--- src/rtl/kmeans_update_k3_d5.sv ---
// k-means centroid update for k=3, d=5: per-epoch sum/count accumulation, then
// sequential restoring division of all 15 sums into a shadow bank presented on DONE.
module kmeans_update_k3_d5 #(
  parameter int unsigned input_data_width = 16,
  parameter int unsigned count_width      = 16
) (
  input  logic                            clk,
  input  logic                            rst,
  input  logic                            in_valid,
  output logic                            in_ready,
  input  logic [input_data_width-1:0]     input_data0,
  input  logic [input_data_width-1:0]     input_data1,
  input  logic [input_data_width-1:0]     input_data2,
  input  logic [input_data_width-1:0]     input_data3,
  input  logic [input_data_width-1:0]     input_data4,
  input  logic [1:0]                      selected_centroid,
  input  logic                            flush,
  output logic [15*input_data_width-1:0]  new_centroids,
  output logic                            update_valid,
  output logic                            busy
);

  localparam int unsigned sum_width = input_data_width + count_width;
  localparam int unsigned iter_w    = $clog2(sum_width + 1);
  localparam int unsigned num_k     = 3;
  localparam int unsigned num_d     = 5;

  localparam logic [1:0] StAccum  = 2'd0;
  localparam logic [1:0] StDivide = 2'd1;
  localparam logic [1:0] StDone   = 2'd2;

  logic [1:0]                  state_q;
  logic [sum_width-1:0]        sum_q    [num_k][num_d];
  logic [count_width-1:0]      count_q  [num_k];
  logic [input_data_width-1:0] shadow_q [num_k][num_d];
  logic [input_data_width-1:0] cent_q   [num_k][num_d];

  logic [1:0]                  k_q;
  logic [2:0]                  d_q;
  logic [iter_w-1:0]           iter_q;
  logic [count_width-1:0]      rem_q;
  logic [sum_width-1:0]        dq_q;

  logic [input_data_width-1:0] in_data [num_d];
  logic [1:0]                  sel_idx;
  logic                        accept;

  logic [count_width-1:0]      div_count;
  logic [sum_width-1:0]        div_sum;
  logic [count_width:0]        trial;
  logic                        ge;
  logic [count_width-1:0]      rem_n;
  logic [sum_width-1:0]        dq_n;
  logic                        last_iter;

  assign in_data[0] = input_data0;
  assign in_data[1] = input_data1;
  assign in_data[2] = input_data2;
  assign in_data[3] = input_data3;
  assign in_data[4] = input_data4;

  assign in_ready     = (state_q == StAccum);
  assign busy         = (state_q == StDivide) || (state_q == StDone);
  assign update_valid = (state_q == StDone);

  // Index 3 is illegal; alias it to 0 so the saturation lookup never goes out of range.
  assign sel_idx = (selected_centroid == 2'd3) ? 2'd0 : selected_centroid;
  assign accept  = in_valid && in_ready && (selected_centroid != 2'd3) &&
                   (count_q[sel_idx] != {count_width{1'b1}});

  assign div_count = count_q[k_q];
  assign div_sum   = sum_q[k_q][d_q];
  assign last_iter = (iter_q == iter_w'(sum_width));

  // One restoring step: the partial remainder is always below the divisor, so the
  // subtraction can be done modulo 2^count_width.
  always_comb begin
    trial = {rem_q, dq_q[sum_width-1]};
    ge    = (trial >= {1'b0, div_count});
    rem_n = ge ? (trial[count_width-1:0] - div_count) : trial[count_width-1:0];
    dq_n  = {dq_q[sum_width-2:0], ge};
  end

  always_ff @(posedge clk) begin
    if (rst) begin
      state_q <= StAccum;
      k_q     <= '0;
      d_q     <= '0;
      iter_q  <= '0;
      rem_q   <= '0;
      dq_q    <= '0;
      for (int k = 0; k < num_k; k++) begin
        count_q[k] <= '0;
        for (int d = 0; d < num_d; d++) begin
          sum_q[k][d]    <= '0;
          shadow_q[k][d] <= '0;
          cent_q[k][d]   <= '0;
        end
      end
    end else begin
      case (state_q)
        StAccum: begin
          if (accept) begin
            count_q[sel_idx] <= count_q[sel_idx] + 1'b1;
            for (int d = 0; d < num_d; d++) begin
              sum_q[sel_idx][d] <= sum_q[sel_idx][d] + sum_width'(in_data[d]);
            end
          end
          if (flush) begin
            state_q <= StDivide;
            k_q     <= '0;
            d_q     <= '0;
            iter_q  <= '0;
          end
        end

        StDivide: begin
          if (iter_q == '0) begin
            rem_q  <= '0;
            dq_q   <= div_sum;
            iter_q <= iter_w'(1);
          end else begin
            rem_q <= rem_n;
            dq_q  <= dq_n;
            if (last_iter) begin
              iter_q <= '0;
              // Empty cluster: keep the previous centroid.
              if (div_count != '0) begin
                shadow_q[k_q][d_q] <= dq_n[input_data_width-1:0];
              end
              if (d_q == 3'd4) begin
                d_q <= '0;
                if (k_q == 2'd2) begin
                  state_q <= StDone;
                end else begin
                  k_q <= k_q + 2'd1;
                end
              end else begin
                d_q <= d_q + 3'd1;
              end
            end else begin
              iter_q <= iter_q + iter_w'(1);
            end
          end
        end

        StDone: begin
          state_q <= StAccum;
          for (int k = 0; k < num_k; k++) begin
            count_q[k] <= '0;
            for (int d = 0; d < num_d; d++) begin
              sum_q[k][d]  <= '0;
              cent_q[k][d] <= shadow_q[k][d];
            end
          end
        end

        default: state_q <= StAccum;
      endcase
    end
  end

  // Shadow bank is exposed during DONE so the outputs and update_valid coincide.
  for (genvar k = 0; k < num_k; k++) begin : g_out_k
    for (genvar d = 0; d < num_d; d++) begin : g_out_d
      assign new_centroids[(k*num_d+d)*input_data_width +: input_data_width] =
        (state_q == StDone) ? shadow_q[k][d] : cent_q[k][d];
    end
  end

endmodule

--- config.mk ---
export PLATFORM = sky130hd
export DESIGN_NAME = kmeans_update_k3_d5
export DESIGN_NICKNAME = d
export VERILOG_FILES = /design/src/rtl/kmeans_update_k3_d5.sv
export SDC_FILE = /design/constraint.sdc
export NUM_CORES = 2
export LEC_CHECK = 0
export CAP_MARGIN = 20
export CORE_UTILIZATION = 30
export CTS_BUF_LIST = sky130_fd_sc_hd__clkbuf_4 sky130_fd_sc_hd__clkbuf_8
export DETAILED_ROUTE_END_ITERATION = 8
export GPL_TIMING_DRIVEN = 0
export PLACE_DENSITY = 0.54
export SYNTH_ARGS = -nofsm -noshare
export SYNTH_HDL_FRONTEND = slang
export SYNTH_SLANG_ARGS = --single-unit
--- constraint.sdc ---
create_clock -name clk -period 12.7 [get_ports clk]
set_input_delay 2.54 -clock clk [delete_from_list [all_inputs] [get_ports clk]]
set_output_delay 2.54 -clock clk [all_outputs]
set_load 0.02 [all_outputs]
* After elaboration in Yosys (flattened, before gate mapping) *
Memories as Yosys holds them, arrays and structs flattened. A register that Yosys moved wholly into a read port is not among the register bits.
Index checks and enable logic that the tools add are counted.
Widths: inputs -> output; s select.

operators by class
  reduce and logical (&&, ||, !) cells = 16
  add/subtract/negate cells = 10
  mux-type cells = 106
  equal/unequal tests = 14
  $lt $le $gt $ge = 3
  bitwise gates (word level) = 34

operator list
  operator               number
  $mux 16                37
  $mux 32                18
  $mux 80                3
  $add 32x16->32         5
  $mux 160               1
  $reduce_or 160->1      1
  $bmux 32 s3            1
  $reduce_or 80->1       1
  $demux 16 s3           1
  $mux 2                 18
  $or 1x1->1             33
  $mux 6                 3
  $ge 17x16->1           1
  $add 16x1->16 const B  1
  $ne 16x16->1 const B   1
  $reduce_bool 16->1     1
  $reduce_or 16->1       1
  $sub 16x16->16         1
  $mux 1                 15
  $mux 3                 4
  $pmux 6 s2             1
  $ne 2x2->1 const B     4
  $pmux 2 s2             2
  $add 6x1->6 const B    1
  21 further kinds       28

storage, ports and cells
  memory bits (writable) = 1,008
  memories kept = 4
  bits in registers = 61
  output and inout port bits = 243
  word-level logic and storage cells = 193

memory list
  memory    words  width  rd ports  clocked after memory_dff  wr ports  RTL line  text
  sum_q     3      160    2         1                         3         33        logic [sum_width-1:0] sum_q [num_k][num_d];
  cent_q    3      80     3         0                         3         36        logic [input_data_width-1:0] cent_q [num_k][num_d];
  shadow_q  3      80     3         0                         3         35        logic [input_data_width-1:0] shadow_q [num_k][num_d];
  count_q   3      16     2         1                         3         34        logic [count_width-1:0] count_q [num_k];

* Logic depth before layout (Yosys ltp) *
An unclocked memory read counts as a cell.

  word-level depth = 11
  gate-level depth with buffers = 20
  mapped depth without buffers = 12

* Least setup slack after synthesis *
No wires, ideal clock.

  path type = in2reg
  from = in selected_centroid[1]
  to = mem count_q[3][0] (enable)
  cell stages on the path = 12
  buffers on the path = 4
  required time = 12.143 ns
  slack = 3.248 ns
  arrival time = 8.894 ns
  cell sequence = inv_1 -> ha_1 -> buf_6 -> buf_12 -> buf_12 -> mux4_2 -> ha_1 -> nand4_1 -> o31ai_2 -> nor2_2 -> clkbuf_1 -> and2_1

RTL lines
  what         RTL line  text
  from (decl)  16        input logic [1:0] selected_centroid,
  to (decl)    34

==> impl_metrics.csv <==
group,metric,value,unit
clocking,numCtsBuffers,207,
final_layout,drive_above_1_share,0.1590,
clocking,clk_pin_slew_worst_paths,0.06,ns
final_layout,final_common_cell,"edfxtp_1",
grt,grt_pass1_wl,296.3,mm
clocking,clock_latency,0.99,ns
power_and_ir_drop,peakVddDrop,0.1280,mV
synth,syn-num-nets,5283,
critical_path,r2r_cells,9,
placement,portBuffers,328,
critical_path,rrSetupSlack,7.20,ns
power_and_ir_drop,p_leak,26.66,nW
power_and_ir_drop,power_density,137.7,mW/mm²
clocking,post_cts_resize_count,0,
synth,synth.yosys.seq_area_share,0.5811,
hold_path,min_to,"dq_q[23]",
timing,fin_worst_skew,0.04840,ns
floorplanning,initial_core_util,0.3020,
timing,tns,0,ns
synth,synth.distinct_cells,90,
route,drtPass1Iterations,5,
floorplanning,dieWidth,461.6,µm
floorplanning,die_area,0.2130,mm²
critical_path,critPathKind,"in2reg",
clocking,cts-root-buf,"clkbuf_8",
placement,hpwl,150.8,mm
timing,finalHoldViolCount,0,
critical_path,endpoint_kind,"flip-flop",
timing,min_period_over_period,0.7581,
clocking,cts_max_level,4,
synth,synthArstFlopShare,0,
route,drc_errors,0,
synth,ys.flop_type,"edfxtp_1",
clocking,post_cts_buffers,0,
hold_path,holdPathStages,2,
floorplanning,dieHeight,461.6,µm
power_and_ir_drop,p_total,10.31,mW
grt,grt_pass1_vias,43000,
route,wl_per_cell,24.07,µm
route,dr_total_vias,44180,
final_layout,syn2layout_area_growth,18.16,%
clocking,cts_hold_buffers,0,
clocking,cts_tree,"yes",
route,wl_met1,87.93,mm
grt,overflow,0,
critical_path,cp_data_required_time,13.40,ns
floorplanning,row_count,168,
job,drv_cap,0,
critical_path,crit_fanout,10,
final_layout,mostFrequentLayoutCells,"1184 x edfxtp_1, 887 x nor2_1, 450 x nand2_1",
route,drt_iter0_drc,4907,
critical_path,r2r_start,"state_q[1]",
synth,syn_inst,5083,
timing,rsz0062_at_grt,"no",
route,postRouteAntennaNets,0,
synth,syn_area,0.06336,mm²
critical_path,reg2reg_to,"count_q[3][5]",
timing,max-slew-margin-rel,0.1981,
timing,drv_slew,0,
route,routed_wl,207.8,mm
critical_path,crit_arrival,10.33,ns
timing,tightest_slew,1.203,ns
timing,fmax,103.9,MHz
timing,period_needed,9.628,ns
run_status,status,"finished, final reports clean",
synth,ys_ff_latch,1247,
clocking,clock_path_buffers,3,
grt,grt_antenna_before_repair,16,
placement,place_congestion,0.8685,
floorplanning,io_pins,329,
timing,setup_violations,0,
hold_path,min_from,"dq_q[23]",
route,maxUsedRoutingLayer,"met5",
synth,syn_area_per_cell,12.46,µm²
final_layout,finalNetCount,5847,
clocking,cts_sinks,1247,
route,wl_met3,17.64,mm
critical_path,start_kind,"input port",
grt,grt_max_degree,128,
route,via_per_inst,5.118,
final_layout,fill_cells,20760,
synth,synth_edf_count,1184,
route,met2_length,96.99,mm
grt,grtUsageTotal,0.1917,
hold_path,hp-class,"reg2reg",
floorplanning,core,0.2098,mm²
synth,synth_warnings,0,
## critical path, stage by stage
cell,delay [ns]
clkdlybuf4s50_1,0.47
inv_1,0.10
ha_1,0.15
buf_4,0.21
buf_2,0.50
buf_2,0.54
buf_2,0.46
buf_4,0.36
clkbuf_1,0.64
buf_1,0.76
mux4_2,0.44
ha_1,0.27
fa_1,0.48
a211oi_1,0.35
o21ai_0,0.27
a211oi_1,0.62
o21a_1,0.44
a21o_1,0.26
xor2_1,0.33
nor2_1,0.08
## report_power, final
group,switching [mW],leakage (nW),internal (mW)
combinational,1.18,12.1,0.709
clock,1.75,2.17,1.86
sequential,0.0841,12.3,4.73
total,3.01,26.7,7.30
## synth_stat cells (16+ instances only)
library cell	count	share of area
and3_1	26	0.0026
clkbuf_1	153	0.0091
or3_1	21	0.0021
ha_1	108	0.021
o21a_1	23	0.0027
o211ai_1	53	0.0063
xnor2_1	81	0.011
o21ai_0	306	0.024
nand4_1	24	0.0024
xor2_1	63	0.0087
dfxtp_1	63	0.020
nor2_1	889	0.053
mux2_2	16	0.0028
a21oi_1	188	0.015
edfxtp_1	1184	0.56
a211oi_1	24	0.0028
nand2_1	453	0.027
and2_1	69	0.0068
nand3_1	45	0.0036
buf_4	27	0.0032
buf_2	90	0.0071
a22oi_1	34	0.0040
mux2i_1	24	0.0038
nor3_1	25	0.0020
a21o_1	46	0.0055
inv_1	445	0.026
mux4_2	384	0.14
## metal layers
metal / GRT usage / up-vias
li1: - / 19700
met2: 0.3106 / 1894
met1: 0.2614 / 22330
met4: 0.05633 / 8
met5: 0 / -
met3: 0.03453 / 258
## how the worst max path moves through the flow
stage	from	endpoint	cells after the start	slack, ns
final	selected_centroid[0]	sum_q[0][114]	20	3.07
after global placement	selected_centroid[1]	sum_q[3][147]	12	-3.29
after detailed placement	selected_centroid[0]	sum_q[2][114]	20	2.07
after global routing	selected_centroid[0]	sum_q[3][114]	20	2.84
after floorplan	selected_centroid[1]	count_q[3][0]	12	3.25
after CTS	selected_centroid[0]	sum_q[1][114]	20	3.08
## cell families after synthesis
logic type,Yosys count,share of synthesized area
buffers and inverters,743,0.04927
DFF,1247,0.5811
AOI/OAI and AO/OA,773,0.07390
muxes,424,0.1431
and+or+nand+nor,1638,0.1095
xor gates and xnor gates,144,0.01991
adders and majority gates,114,0.02322
## stage by stage
step	utilization	worst slack, ns	std cells	hold slack (ns)	instance area [µm²]
after floorplan	-	3.248	5083	0.4411	63360
after global placement	0.3344	-3.292	8216	0.4508	70150
after detailed placement	0.3372	2.073	8241	0.4554	70730
after CTS	0.3567	3.084	8621	0.4649	74820
after global routing	0.3568	2.843	8630	0.4754	74860
final	0.3569	3.072	8633	0.4626	74870
## flip-flops by register name (all words and copies together), names as in the netlist, named ones only
name      count
d_q           3
cent_q      240
shadow_q    240
sum_q       640
iter_q        6
rem_q        16
count_q      64
dq_q         32
state_q       2
k_q           2
## final cells by class
cell class / instances / area (µm²) / area share
multi-input combinational: 3093 / 23460 / 0.3133
sequential: 1247 / 36820 / 0.4917
clock buffer: 277 / 3406 / 0.04549
timing repair buffer: 355 / 3835 / 0.05122
inverter: 448 / 1689 / 0.02256
buffer: 295 / 1440 / 0.01924
antenna: 10 / 25.02 / 0.0003342
tap: 2805 / 3510 / 0.04688
clock inverter: 103 / 688.2 / 0.009192
Power figures use the tool's default switching activity.
